<file path="config.mk">
export PLATFORM = sky130hd
export DESIGN_NAME = seq_divider_flat
export DESIGN_NICKNAME = d
export VERILOG_FILES = /design/src/rtl/seq_divider_if.sv /design/src/rtl/seq_divider.sv /design/src/flat_wrapper.sv
export SDC_FILE = /design/constraint.sdc
export NUM_CORES = 1
export LEC_CHECK = 0
export BUFFER_PORTS_ARGS = -buffer_cell sky130_fd_sc_hd__buf_2
export CAP_MARGIN = 15
export CORE_ASPECT_RATIO = 0.5
export CORE_MARGIN = 3
export CORE_UTILIZATION = 57
export CTS_CLUSTER_DIAMETER = 50
export DETAILED_ROUTE_END_ITERATION = 10
export PLACE_DENSITY = 0.8
export RECOVER_POWER = 25
export SKIP_LAST_GASP = 1
export SYNTH_ARGS = -nofsm -noshare
export SYNTH_HDL_FRONTEND = slang
export SYNTH_SLANG_ARGS = --single-unit
</file>
<file path="constraint.sdc">
create_clock -name clk -period 6.8 [get_ports clk]
set_input_delay 1.02 -clock clk [delete_from_list [all_inputs] [get_ports clk]]
set_output_delay 1.02 -clock clk [all_outputs]
set_load 0.05 [all_outputs]
</file>
<file path="src/rtl/seq_divider_if.sv">
// Start/result handshake bundle for seq_divider.
// SEQ_DIVIDER_SIGNED_EN adds the signed_op request bit.
interface seq_divider_if #(
  parameter int WORD_LENGTH = 32
);
  logic                   start;
  logic [WORD_LENGTH-1:0] A0;
  logic [WORD_LENGTH-1:0] A1;
`ifdef SEQ_DIVIDER_SIGNED_EN
  logic                   signed_op;
`endif
  logic                   ready;
  logic                   done;
  logic [WORD_LENGTH-1:0] quotient;
  logic [WORD_LENGTH-1:0] remainder;
  logic                   div_zero;

`ifdef SEQ_DIVIDER_SIGNED_EN
  modport master (
    output start, A0, A1, signed_op,
    input  ready, done, quotient, remainder, div_zero
  );
  modport slave (
    input  start, A0, A1, signed_op,
    output ready, done, quotient, remainder, div_zero
  );
`else
  modport master (
    output start, A0, A1,
    input  ready, done, quotient, remainder, div_zero
  );
  modport slave (
    input  start, A0, A1,
    output ready, done, quotient, remainder, div_zero
  );
`endif
endinterface

</file>
<file path="src/rtl/seq_divider.sv">
// Restoring radix-2 divider, one quotient bit per clock.
// Define SEQ_DIVIDER_SIGNED_EN for the two's-complement signed_op path.
module seq_divider #(
  parameter int WORD_LENGTH = 32
) (
  input logic         clk,
  input logic         reset,
  seq_divider_if.slave bus
);
  localparam int W  = WORD_LENGTH;
  localparam int CW = $clog2(W + 1);

  localparam logic [1:0] IDLE = 2'd0;
  localparam logic [1:0] CALC = 2'd1;
  localparam logic [1:0] DONE = 2'd2;

  logic [1:0]    state;
  logic [CW-1:0] cnt;
  logic [W-1:0]  dvd;
  logic [W-1:0]  dvs;
  logic [W-1:0]  rem;
  logic          neg_q;
  logic          neg_r;

  logic [W-1:0]  quo_r;
  logic [W-1:0]  rem_r;
  logic          dz_r;

  logic [W:0]    shf;
  logic [W:0]    trial;
  logic          q_bit;
  logic [W-1:0]  rem_nx;
  logic [W-1:0]  quo_nx;
  logic [W-1:0]  q_fix;
  logic [W-1:0]  r_fix;

  logic [W-1:0]  a0_in;
  logic [W-1:0]  a1_in;
  logic          nq_in;
  logic          nr_in;

`ifdef SEQ_DIVIDER_SIGNED_EN
  logic s0;
  logic s1;

  always_comb begin
    s0    = bus.signed_op & bus.A0[W-1];
    s1    = bus.signed_op & bus.A1[W-1];
    a0_in = s0 ? -bus.A0 : bus.A0;
    a1_in = s1 ? -bus.A1 : bus.A1;
    nq_in = s0 ^ s1;
    nr_in = s0;
  end
`else
  always_comb begin
    a0_in = bus.A0;
    a1_in = bus.A1;
    nq_in = 1'b0;
    nr_in = 1'b0;
  end
`endif

  // Shifted remainder keeps its top bit so divisors above 2^(W-1) work.
  always_comb begin
    shf    = {rem, dvd[W-1]};
    trial  = shf - {1'b0, dvs};
    q_bit  = ~trial[W];
    rem_nx = q_bit ? trial[W-1:0] : shf[W-1:0];
    quo_nx = {dvd[W-2:0], q_bit};
    q_fix  = (neg_q && (dvs != '0)) ? -quo_nx : quo_nx;
    r_fix  = neg_r ? -rem_nx : rem_nx;
  end

  always_ff @(posedge clk or posedge reset) begin
    if (reset) begin
      state <= IDLE;
      cnt   <= '0;
      dvd   <= '0;
      dvs   <= '0;
      rem   <= '0;
      neg_q <= 1'b0;
      neg_r <= 1'b0;
      quo_r <= '0;
      rem_r <= '0;
      dz_r  <= 1'b0;
    end else begin
      unique case (1'b1)
        (state == IDLE): begin
          if (bus.start) begin
            dvd   <= a0_in;
            dvs   <= a1_in;
            rem   <= '0;
            neg_q <= nq_in;
            neg_r <= nr_in;
            cnt   <= CW'(W);
            state <= CALC;
          end
        end
        (state == CALC): begin
          dvd <= quo_nx;
          rem <= rem_nx;
          cnt <= cnt - CW'(1);
          if (cnt == CW'(1)) begin
            quo_r <= q_fix;
            rem_r <= r_fix;
            dz_r  <= (dvs == '0);
            state <= DONE;
          end
        end
        default: state <= IDLE;
      endcase
    end
  end

  assign bus.ready     = (state == IDLE);
  assign bus.done      = (state == DONE);
  assign bus.quotient  = quo_r;
  assign bus.remainder = rem_r;
  assign bus.div_zero  = dz_r;

endmodule

</file>
<file path="src/flat_wrapper.sv">
// flat-port wrapper written by rule: the top's interface ports become plain ports
module seq_divider_flat 
#(
  parameter int WORD_LENGTH = 32
)
  (clk, reset, bus_start, bus_A0, bus_A1, bus_ready, bus_done, bus_quotient, bus_remainder, bus_div_zero);
  seq_divider_if #(.WORD_LENGTH(WORD_LENGTH)) bus_i ();
  input logic clk;
  input logic reset;
  input wire logic [$bits(bus_i.start)-1:0] bus_start;
  input wire logic [$bits(bus_i.A0)-1:0] bus_A0;
  input wire logic [$bits(bus_i.A1)-1:0] bus_A1;
  output wire logic [$bits(bus_i.ready)-1:0] bus_ready;
  output wire logic [$bits(bus_i.done)-1:0] bus_done;
  output wire logic [$bits(bus_i.quotient)-1:0] bus_quotient;
  output wire logic [$bits(bus_i.remainder)-1:0] bus_remainder;
  output wire logic [$bits(bus_i.div_zero)-1:0] bus_div_zero;
  assign bus_i.start = bus_start;
  assign bus_i.A0 = bus_A0;
  assign bus_i.A1 = bus_A1;
  assign bus_ready = bus_i.ready;
  assign bus_done = bus_i.done;
  assign bus_quotient = bus_i.quotient;
  assign bus_remainder = bus_i.remainder;
  assign bus_div_zero = bus_i.div_zero;
  seq_divider #(.WORD_LENGTH(WORD_LENGTH)) u_core (.clk(clk), .reset(reset), .bus(bus_i));
endmodule
</file>
Yosys cells after proc, flatten, opt, wreduce, memory -nomap -nowiden:

Index checks and enable logic that the tools add are counted.

* register bits after elaboration: 169
* input bits: 67
* output and inout bits: 67
* logic and storage cells: 33

* add/sub/neg operators: 2
* equal/unequal tests: 5
* muxes and demuxes: 10
* bitwise logic cells: 1
* reduce and logical (&&, ||, !) cells: 7

Operator list (number)
* 32-bit one-hot mux with 2 select lines: 2
* 32-bit two-way mux: 3
* 33-bit by 32-bit subtractor with 33-bit output: 1
* 32-bit zero test: 1
* 6-bit one-hot mux with 2 select lines: 1
* 2-bit AND reduction: 4
* 6-bit by 1-bit equality test with 1-bit output, second input constant: 1
* 6-bit two-way mux: 1
* 6-bit by 1-bit subtractor with 6-bit output, second input constant: 1
* 2-bit two-way mux: 2
* 2-bit != test, second input constant: 2
* 2-bit one-hot mux with 2 select lines: 1
* 2-bit by 1-bit equality test with 1-bit output, second input constant: 1
* 2-bit equality test, second input constant: 1
* 2-bit zero test: 1
* 2-bit nonzero test: 1
* 1-bit NOT: 1

Longest topological paths before layout:

Gate-level depths: netlist of run 1.

* depth in word-level cells: 3
* depth in mapped cells: 13
* depth with buffers taken out: 12

Worst setup path after synthesis of run 1:

No wires, ideal clock.

* kind: reg-to-reg
* from: reg u_core.dvs[0]
* to: reg u_core.rem_r[14], in the netlist u_core.bus.remainder[14]
* library setup time: 130 ps
* arrival time: 2727 ps
* data required time: 6670 ps
* setup slack: 3943 ps
* stages on the path, launching flop included: 13
* path buffers: 1
* clock period less this slack: 2857 ps
* path through: dfrtp_1 -> ha_1 -> fa_1 -> and2b_1 -> o211ai_2 -> a211oi_4 -> o2bb2ai_2 -> a31o_4 -> mux2i_4 -> nand2_4 -> buf_6 -> mux2i_1 -> o21ai_1

* word-level cells in the longest chain between the ends: 2

RTL lines
* start: declaration: RTL line seq_divider.sv:20 `logic [W-1:0] dvs;`
* start signal: assignment: RTL line seq_divider.sv:91 `dvs <= a1_in;`
* 33-bit by 32-bit subtractor with 33-bit output: RTL line seq_divider.sv:66 `trial = shf - {1'b0, dvs};`
* 32-bit two-way mux: RTL line seq_divider.sv:68 `rem_nx = q_bit ? trial[W-1:0] : shf[W-1:0];`
* end signal: assignment: RTL line seq_divider.sv:105 `rem_r <= r_fix;`
* end: declaration: RTL line seq_divider.sv:26 `logic [W-1:0] rem_r;`

No other way between the ends.
A chain may end at the register's enable or synchronous reset.

==> impl_metrics.yaml, run 1 <==
cts:
  clk_latency_ps: 430
  post-cts-setup-buffers: 0
  cts_tree: "done"
  cts_root_buf: "clkbuf_16"
  max-clock-path-buffers: 2
  clock_sinks: 169
  ctsResizeCount: 0
  numCtsBuffers: 17
  cts_max_level: 4
  path_clk_slew_ps: 70
  cts_hold_buf: 0
sta:
  slew-limit-headroom_pct: -210
  skew_ps: 14.6
  worstMarginPinSlew_ps: 4620
  setup_viol: 0
  finalMaxSlewViolations: 147
  rsz0062_at_grt: "false"
  fin_crit_ps: 4230
  clock.fmax_mhz: 236
  final_hold_viol_count: 0
  post-route-period-util_pct: 62.3
  tns_ps: 0
synthesis:
  ys_types: 64
  synthCells: 990
  synthMuxAreaShare_pct: 4.03
  synth-compound-area-share_pct: 16.6
  synth_adder_area_share_pct: 5.07
  synthSimpleGateAreaFrac_pct: 18.8
  ys.flop_type: "dfrtp_1"
  ys_seq_area_share_pct: 48.2
  synth_xor_area_share_pct: 2.49
  synth_edf_count: 0
  ys_ff_latch: 169
  postSynthNetCount: 1092
  yosys_warnings: 0
  syn_area_per_cell_um2: 8.87
  synth_top_family_by_area: "simple AND/OR/NAND/NOR gates"
  syn_area_um2: 8780
  synthArstFlopShare_pct: 100
route:
  vias: 7442
  drc: 0
  dr.pass1.iters: 5
  wire_per_inst_um: 16.1
  ant_nets: 0
  drt_wl_total_um: 21000
  viasPerCell: 5.72
  drtIter0Drc: 508
global_route:
  met3_usage_pct: 6.77
  grt_pass1_wl_um: 35100
  grt_usage_pct: 25.3
  antenna_found_initial: 1
  busiest_layer: "met2"
  grt_overflow: 0
  grt_pass1_vias: 7222
  met1_usage_pct: 34.6
  use_met2_pct: 40.3
  grt_max_degree: 109
min_path:
  whs_path_depth: 2
  min_path_type: "flop to flop"
  hold_start: "u_core.bus.quotient[2]"
  whs_endpoint: "u_core.bus.quotient[2]"
die:
  die_x_um: 182
  io_pins: 134
  core_um2: 14800
  fp-row-count: 31
  die_area_um2: 17000
  start_util_pct: 59.4
  die_y_um: 93.8
layout:
  final_layout_size_suffix_gt1_share_pct: 17.5
  syn2layout_area_growth_pct: 14.7
  final_common_cell: "nand2_1"
  layout_common_cells: "nand2_1, dfrtp_1, buf_2, o21ai_1, o21ai_0"
  diodes: 0
  finalNetCount: 1193
  finalNonFillerCells: 1302
placed_design:
  hpwl_um: 14200
  dp.cells: 1270
  place.gp.congestion: 0.882
  io_buffers: 133
worst_setup_path:
  startpoint_type: "input pin"
  path_class: "input pin to asynchronous set/reset pin"
  worst_ep_arrival_time_ps: 4700
  reg2reg_from: "u_core.dvs[0]"
  end_kind: "asynchronous set/reset pin"
  cp.required_ps: 7260
  r2r_end: "u_core.bus.remainder[24]"
  r2r_cells: 11
  reg2reg_slack_ps: 3320
  worstPathMaxFanout: 108
flow_run:
  drv_cap: 2
status:
  violations: "capacitance limit, slew limit"
  status: "complete, but fails checks"
==> worst max-delay path by stage <==
| stage | startpoint | endpoint | cells after the start |
|---|---|---|---|
| floorplan | reset | u_core.bus.div_zero | 1 |
| global placement | u_core.dvs[0] | u_core.bus.remainder[0] | 11 |
| detailed placement | u_core.dvs[0] | u_core.bus.remainder[1] | 11 |
| CTS | u_core.dvs[0] | u_core.bus.remainder[24] | 11 |
| global route | reset | u_core.bus.remainder[21] | 3 |
| finish | reset | u_core.bus.remainder[21] | 3 |
==> per-stage QoR <==
step	hold WS, ps	cell area [um^2]	utilization (%)	worst slack (ps)
2_1_floorplan	446	8780	-	1200
3_3_place_gp	452	9510	64.3	3480
3_5_place_dp	457	9510	64.3	3320
4_1_cts	476	10100	68.2	3320
5_1_grt	498	10100	68.2	1820
6_report	473	10100	68.2	2570
==> registers in the layout, indices dropped and copies added (netlist names) <==
name                  count
u_core.bus.quotient      32
u_core.bus.remainder     32
u_core.dvd               32
u_core.dvs               32
u_core.rem               32
u_core.cnt                6
u_core.state              2
u_core.bus.div_zero       1
==> critical path, stage by stage <==
cell        delay [ps]
buf_2              100
clkinvlp_2        2580
buf_4              940
==> final cells by class <==
type	count	area, um^2
clock buffers	18	439
flip-flops and latches	169	4230
well taps	198	248
repair buffers	140	714
multi-input cells	716	4130
inverters	47	178
fillers	1198	4710
clock inverters	14	135
==> per-layer routing <==
| layer | share of wire [%] | vias to the layer above |
|---|---|---|
| li1 | - | 3597 |
| met1 | 46 | 3600 |
| met2 | 46 | 210 |
| met3 | 6.0 | 33 |
| met4 | 1.6 | 2 |
| met5 | 0.062 | - |
==> kinds of logic (layout without fill, tap and decap cells) <==
| family | count (synthesis) | count (layout) |
|---|---|---|
| AO/OA/AOI/OAI | 234 | 234 |
| XOR/XNOR | 25 | 25 |
| adder cells (fa/ha/maj) | 35 | 35 |
| buffers and inverters | 105 | 219 |
| flip-flops | 169 | 169 |
| multiplexers | 33 | 33 |
| AND/OR/NAND/NOR | 389 | 389 |
==> Yosys cell counts (all sizes together), types with 3 or more instances <==
library cell	n	share of area (%)
nand2	256	11
dfrtp	169	48
o21ai	118	6.7
inv	47	2.0
clkbuf	44	1.9
nand3	43	2.5
nor2	37	1.6
ha	34	4.8
a21oi	33	2.0
a22oi	30	2.6
mux2i	30	3.6
xnor2	16	1.6
buf	14	1.0
a21o	9	0.78
nand4	9	0.64
nor3	9	0.51
nor4	9	0.64
xor2	9	0.90
and3	7	0.50
nor2b	7	0.50
nand2b	6	0.43
o211ai	6	0.57
a211oi	5	0.63
a31oi	5	0.36
o31ai	4	0.40
mux2	3	0.47
Power of run 1 is left out: the tool's default activity adds up to more than one toggle a clock period on the data nets, which glitch-free logic cannot reach.
==> run 2: changes to the inputs <==
==> constraint.sdc (replaced) <==
create_clock -name clk -period 4.1 [get_ports clk]
set_input_delay 0.615 -clock clk [delete_from_list [all_inputs] [get_ports clk]]
set_output_delay 0.615 -clock clk [all_outputs]
set_load 0.05 [all_outputs]
==> run 2 against run 1 <==
  * The run still ends with capacitance limit, slew limit left
  * Cell area is 0.30% higher
  * Clock-buffer cell count is 1 lower
  * Wire length is 1.0% higher
  * Final cell count stayed put
  * Setup slack worse by 1900 ps
==> impl_metrics.yaml, run 2 (synthesis gave the netlist of run 1 again) <==
sta:
  rsz0062_at_grt: "false"
  worstMarginPinSlew_ps: 2270
  final_hold_viol_count: 0
  slew-limit-headroom_pct: -51.3
  finalMaxSlewViolations: 170
  fin_crit_ps: 3470
  skew_ps: 15.1
  clock.fmax_mhz: 288
  post-route-period-util_pct: 84.7
  setup_viol: 0
  tns_ps: 0
cts:
  clock_sinks: 169
  path_clk_slew_ps: 80
  clk_latency_ps: 440
  ctsResizeCount: 0
  max-clock-path-buffers: 2
  cts_tree: "done"
  numCtsBuffers: 17
  cts_max_level: 4
  cts_root_buf: "clkbuf_16"
  cts_hold_buf: 0
  post-cts-setup-buffers: 0
worst_setup_path:
  crit_buf_inv: 0
  reg2reg_slack_ps: 630
  r2r_cells: 11
  r2r_end: "u_core.bus.remainder[0]"
  startpoint_type: "flop"
  cp.required_ps: 4440
  crit_family: "compound AO/OA/AOI/OAI gates"
  worst_ep_arrival_time_ps: 3820
  slowest_stage: "mux2_4"
  reg2reg_from: "u_core.dvs[0]"
  cp_cell_sequence: "ha_1 > fa_1 > and2b_1 > o211ai_2 > a211oi_4 > o2bb2ai_2 > a31o_4 > mux2i_4 > nand2_4 > mux2_4 > o21ai_1"
  path_class: "flop to flop"
  max_stage_delay_ps: 440
  worstPathMaxFanout: 33
  end_kind: "flop"
  crit_start: "u_core.dvs[0]"
route:
  wire_per_inst_um: 16.3
  wl_met2_um: 9800
  drc: 0
  wl_met3_um: 1250
  top_layer_used: "met5"
  vias: 7379
  drtIter0Drc: 542
  drt-met1-wl_um: 9910
  ant_nets: 0
  dr.pass1.iters: 4
  drt_wl_total_um: 21200
  viasPerCell: 5.67
layout:
  finalNonFillerCells: 1302
  final_common_cell: "nand2_1"
  diodes: 0
  syn2layout_area_growth_pct: 15.0
  layout_common_cells: "nand2_1, dfrtp_1, buf_2, o21ai_1, o21ai_0"
  final_layout_size_suffix_gt1_share_pct: 17.5
  finalNetCount: 1193
  fill_cells: 1206
status:
  status: "complete, but fails checks"
  violations: "capacitance limit, slew limit"
flow_run:
  drv_cap: 1
placed_design:
  io_buffers: 133
  place.gp.congestion: 0.879
  hpwl_um: 14200
  dp.cells: 1270
die:
  die_area_um2: 17000
  start_util_pct: 59.4
  fp-row-count: 31
  die_x_um: 182
  io_pins: 134
  die_y_um: 93.8
  core_um2: 14800
global_route:
  grt_max_degree: 170
  grt_pass1_vias: 7211
  antenna_found_initial: 1
  grt_pass1_wl_um: 35400
  grt_overflow: 0
  grt_usage_pct: 25.5
min_path:
  whs_path_depth: 3
  min_path_type: "input pin to flop"
  hold_start: "bus_A1[15]"
  whs_endpoint: "u_core.dvs[15]"
[run 2: changes by cell type in the layout (fill, tap and decap cells not counted)]
cell / change
and2_2: -1
clkinv_8: +1
clkinvlp_4: +3
buf_2: -1
inv_8: +5
clkbuf_4: +1
inv_6: -4
and2_4: +1
clkinvlp_2: -1
clkbuf_8: -1
clkinv_2: -3
[run 2: worst min-delay path: stages]
cell	delay (ps)
buf_2	70
nand2_1	30
o21ai_0	60
[run 2: worst max-delay path by stage]
stage	to	depth (start not counted)
detailed placement	u_core.bus.remainder[1]	11
finish	u_core.bus.remainder[0]	11
CTS	u_core.bus.remainder[0]	11
global route	u_core.bus.remainder[0]	11
global placement	u_core.bus.remainder[0]	11
floorplan	u_core.bus.remainder[14]	12
[run 2: layout make-up]
class	instances	area, um^2	share of cell area (%)
clock buffer	17	425	4.21
clock inverter	15	173	1.71
timing repair buffer	140	717	7.10
multi-input combinational	716	4130	40.9
tap	198	248	2.45
sequential	169	4230	41.9
inverter	47	180	1.78
[run 2: routing by layer]
metal,vias to the layer above,track usage (%)
li1,3599,-
met1,3542,35.1
met2,210,41.3
met3,26,6.19
met4,2,6.14
met5,-,0
[run 2: through the flow]
stage / worst slack [ps] / util [%] / instance area, um^2 / hold WS, ps
6_report: 627 / 68.4 / 10100 / 377
2_1_floorplan: 1240 / - / 8780 / 446
3_5_place_dp: 637 / 64.4 / 9520 / 457
5_1_grt: 457 / 68.4 / 10100 / 378
3_3_place_gp: 781 / 64.4 / 9520 / 452
4_1_cts: 614 / 68.5 / 10100 / 368
Power of run 2 is left out for the same reason.
==> run 3: changes to the inputs <==
--- a/config.mk
+++ b/config.mk
@@ -5,11 +5,12 @@
 export SDC_FILE = /design/constraint.sdc
 export NUM_CORES = 1
 export LEC_CHECK = 0
+export ABC_AREA = 1
 export BUFFER_PORTS_ARGS = -buffer_cell sky130_fd_sc_hd__buf_2
 export CAP_MARGIN = 15
 export CORE_ASPECT_RATIO = 0.5
 export CORE_MARGIN = 3
-export CORE_UTILIZATION = 57
+export CORE_UTILIZATION = 58
 export CTS_CLUSTER_DIAMETER = 50
 export DETAILED_ROUTE_END_ITERATION = 10
 export PLACE_DENSITY = 0.8
==> constraint.sdc (replaced) <==
create_clock -name clk -period 3.6 [get_ports clk]
set_input_delay 0.54 -clock clk [delete_from_list [all_inputs] [get_ports clk]]
set_output_delay 0.54 -clock clk [all_outputs]
set_load 0.05 [all_outputs]
==> run 3 against run 2 <==
  * Clock-buffer cell count up 1
  * Sequential share of layout area fell by 3.8 points
  * Synthesized cell count is 37% higher
  * First-iteration DRC count grew 28%
  * The flow still finishes with violations (capacitance limit, slew limit)
  * Global-route usage up 4.4 points
  * Critical path type unchanged
  * Hold slack worse by 76 ps
  * Cell area increased by 10%
==> impl_metrics.yaml, run 3 <==
placed_design:
  hpwl_um: 19000
  io_buffers: 133
  place.gp.congestion: 0.924
global_route:
  antenna_found_initial: 2
  grt_pass1_vias: 8637
  grt_pass1_wl_um: 44000
  grt_max_degree: 170
  busiest_layer: "met2"
  grt_overflow: 0
  met1_usage_pct: 43.7
  use_met2_pct: 44.0
  met3_usage_pct: 9.84
  grt_usage_pct: 30.0
route:
  dr.pass1.iters: 5
  drc: 0
  drtIter0Drc: 696
  viasPerCell: 5.33
  ant_nets: 0
  vias: 9085
  drt_wl_total_um: 27100
  wire_per_inst_um: 15.9
layout:
  layout_common_cells: "nand2_1, inv_1, dfrtp_1, buf_2, o21ai_0"
  final_layout_size_suffix_gt1_share_pct: 12.6
  syn2layout_area_growth_pct: 14.3
  finalNetCount: 1574
  fill_cells: 1376
  diodes: 0
  final_common_cell: "nand2_1"
  multi_input_area_um2: 4460
  regArea_um2: 4230
cts:
  cts_max_level: 4
  cts_root_buf: "clkbuf_16"
  max-clock-path-buffers: 2
  clk_latency_ps: 440
  clock_sinks: 169
  cts_hold_buf: 0
  numCtsBuffers: 17
  ctsResizeCount: 0
  path_clk_slew_ps: 70
  post-cts-setup-buffers: 0
  cts_tree: "done"
synthesis:
  ys_seq_area_share_pct: 43.5
  syn_area_per_cell_um2: 7.16
  ys_types: 37
  ys.flop_type: "dfrtp_1"
  synthCells: 1357
  yosys_warnings: 0
  synth_edf_count: 0
  synth_top_area_cell: "dfrtp_1"
  syn_area_um2: 9720
  synth.area.top_cells: "dfrtp_1, nand2_1, inv_1"
  ys_ff_latch: 169
  synth_common_cells: "nand2_1, inv_1, dfrtp_1"
  synthArstFlopShare_pct: 100
  yosysMostFrequentCell: "nand2_1"
  netlist.area_leader.share_pct: 43.5
  postSynthNetCount: 1459
die:
  io_pins: 134
  die_x_um: 189
  fp-row-count: 32
  die_y_um: 97.5
  start_util_pct: 61.1
  core_um2: 15900
  die_area_um2: 18400
sta:
  skew_ps: 11.3
  setup_viol: 0
  worstMarginPinSlew_ps: 2270
  finalMaxSlewViolations: 170
  tns_ps: 0
  rsz0062_at_grt: "false"
  clock.fmax_mhz: 357
  slew-limit-headroom_pct: -51.3
  post-route-period-util_pct: 77.9
  fin_crit_ps: 2800
  final_hold_viol_count: 0
min_path:
  hold_start: "bus_A1[0]"
  min_path_type: "input pin to flop"
  whs_endpoint: "u_core.dvs[0]"
  whs_path_depth: 3
status:
  violations: "capacitance limit, slew limit"
  status: "complete, but fails checks"
worst_setup_path:
  path_class: "flop to flop"
  reg2reg_slack_ps: 800
  reg2reg_from: "u_core.dvs[0]"
  r2r_cells: 16
  worst_ep_arrival_time_ps: 3170
  end_kind: "flop"
  cp.required_ps: 3970
  worstPathMaxFanout: 32
  r2r_end: "u_core.rem[26]"
  startpoint_type: "flop"
flow_run:
  drv_cap: 1
[run 3: cell count changes after synthesis, sizes merged, moves of 13 or more]
cell    delta
mux2i     -30
inv      +172
nor2      +15
a21oi     -13
nand3     +49
clkbuf    -16
nand3b    +23
o21ai     -21
nand2    +268
[run 3: critical path: stages (launching register included)]
cell	delay (ps)
dfrtp_1	410
ha_1	240
fa_1	420
inv_1	130
nand2_1	60
nand2_1	70
nand3_1	70
nand2_1	140
nand2_1	80
nand2_2	90
nand2_2	70
nand3_2	90
buf_4	410
nand3_1	160
nand2_1	140
nand2_1	70
nand2_1	80
[run 3: final cells by class]
type / count / area share, %
multi-input cells: 924 / 40.2
flip-flops and latches: 169 / 38.1
inverters: 219 / 7.43
repair buffers: 141 / 6.52
clock buffers: 18 / 3.86
well taps: 221 / 2.49
clock inverters: 13 / 1.44
[run 3: cell families after synthesis]
group / after synthesis / share of synthesized area, %
and+or+nand+nor: 721 / 31.2
buffers and inverters: 264 / 10.6
DFF: 169 / 43.5
xor gates and xnor gates: 15 / 1.35
adders and majority gates: 35 / 4.58
AOI/OAI and AO/OA: 153 / 8.78
[run 3: worst max-delay path by stage]
stage | slack [ps] | from | depth (start not counted) | endpoint
after CTS | 850 | u_core.dvs[0] | 16 | u_core.rem[26]
after detailed placement | 920 | u_core.dvs[0] | 15 | u_core.rem[23]
after global routing | 530 | u_core.dvs[0] | 16 | u_core.rem[26]
final | 800 | u_core.dvs[0] | 16 | u_core.rem[26]
after floorplan | 910 | reset | 1 | u_core.bus.div_zero
after global placement | 1040 | u_core.dvs[0] | 15 | u_core.bus.remainder[9]
[run 3: per-stage QoR]
step / area, um^2 / utilization (%) / hold slack, ps / std cells / setup WS [ps]
5_1_grt: 11100 / 69.9 / 303 / 1705 / 529
2_1_floorplan: 9720 / - / 453 / 1357 / 905
3_5_place_dp: 10500 / 66.3 / 454 / 1674 / 915
6_report: 11100 / 69.9 / 302 / 1705 / 796
3_3_place_gp: 10500 / 66.3 / 451 / 1674 / 1040
4_1_cts: 11100 / 70.0 / 293 / 1705 / 847
[run 3: metal layers]
metal / part of all wire (%) / up-vias / wire length, um
met1: 47 / 4264 / 12700
met3: 10 / 23 / 2780
li1: - / 4471 / -
met5: 0.078 / - / 21
met4: 0.78 / 4 / 210
met2: 42 / 323 / 11400
Power of run 3 is left out for the same reason.
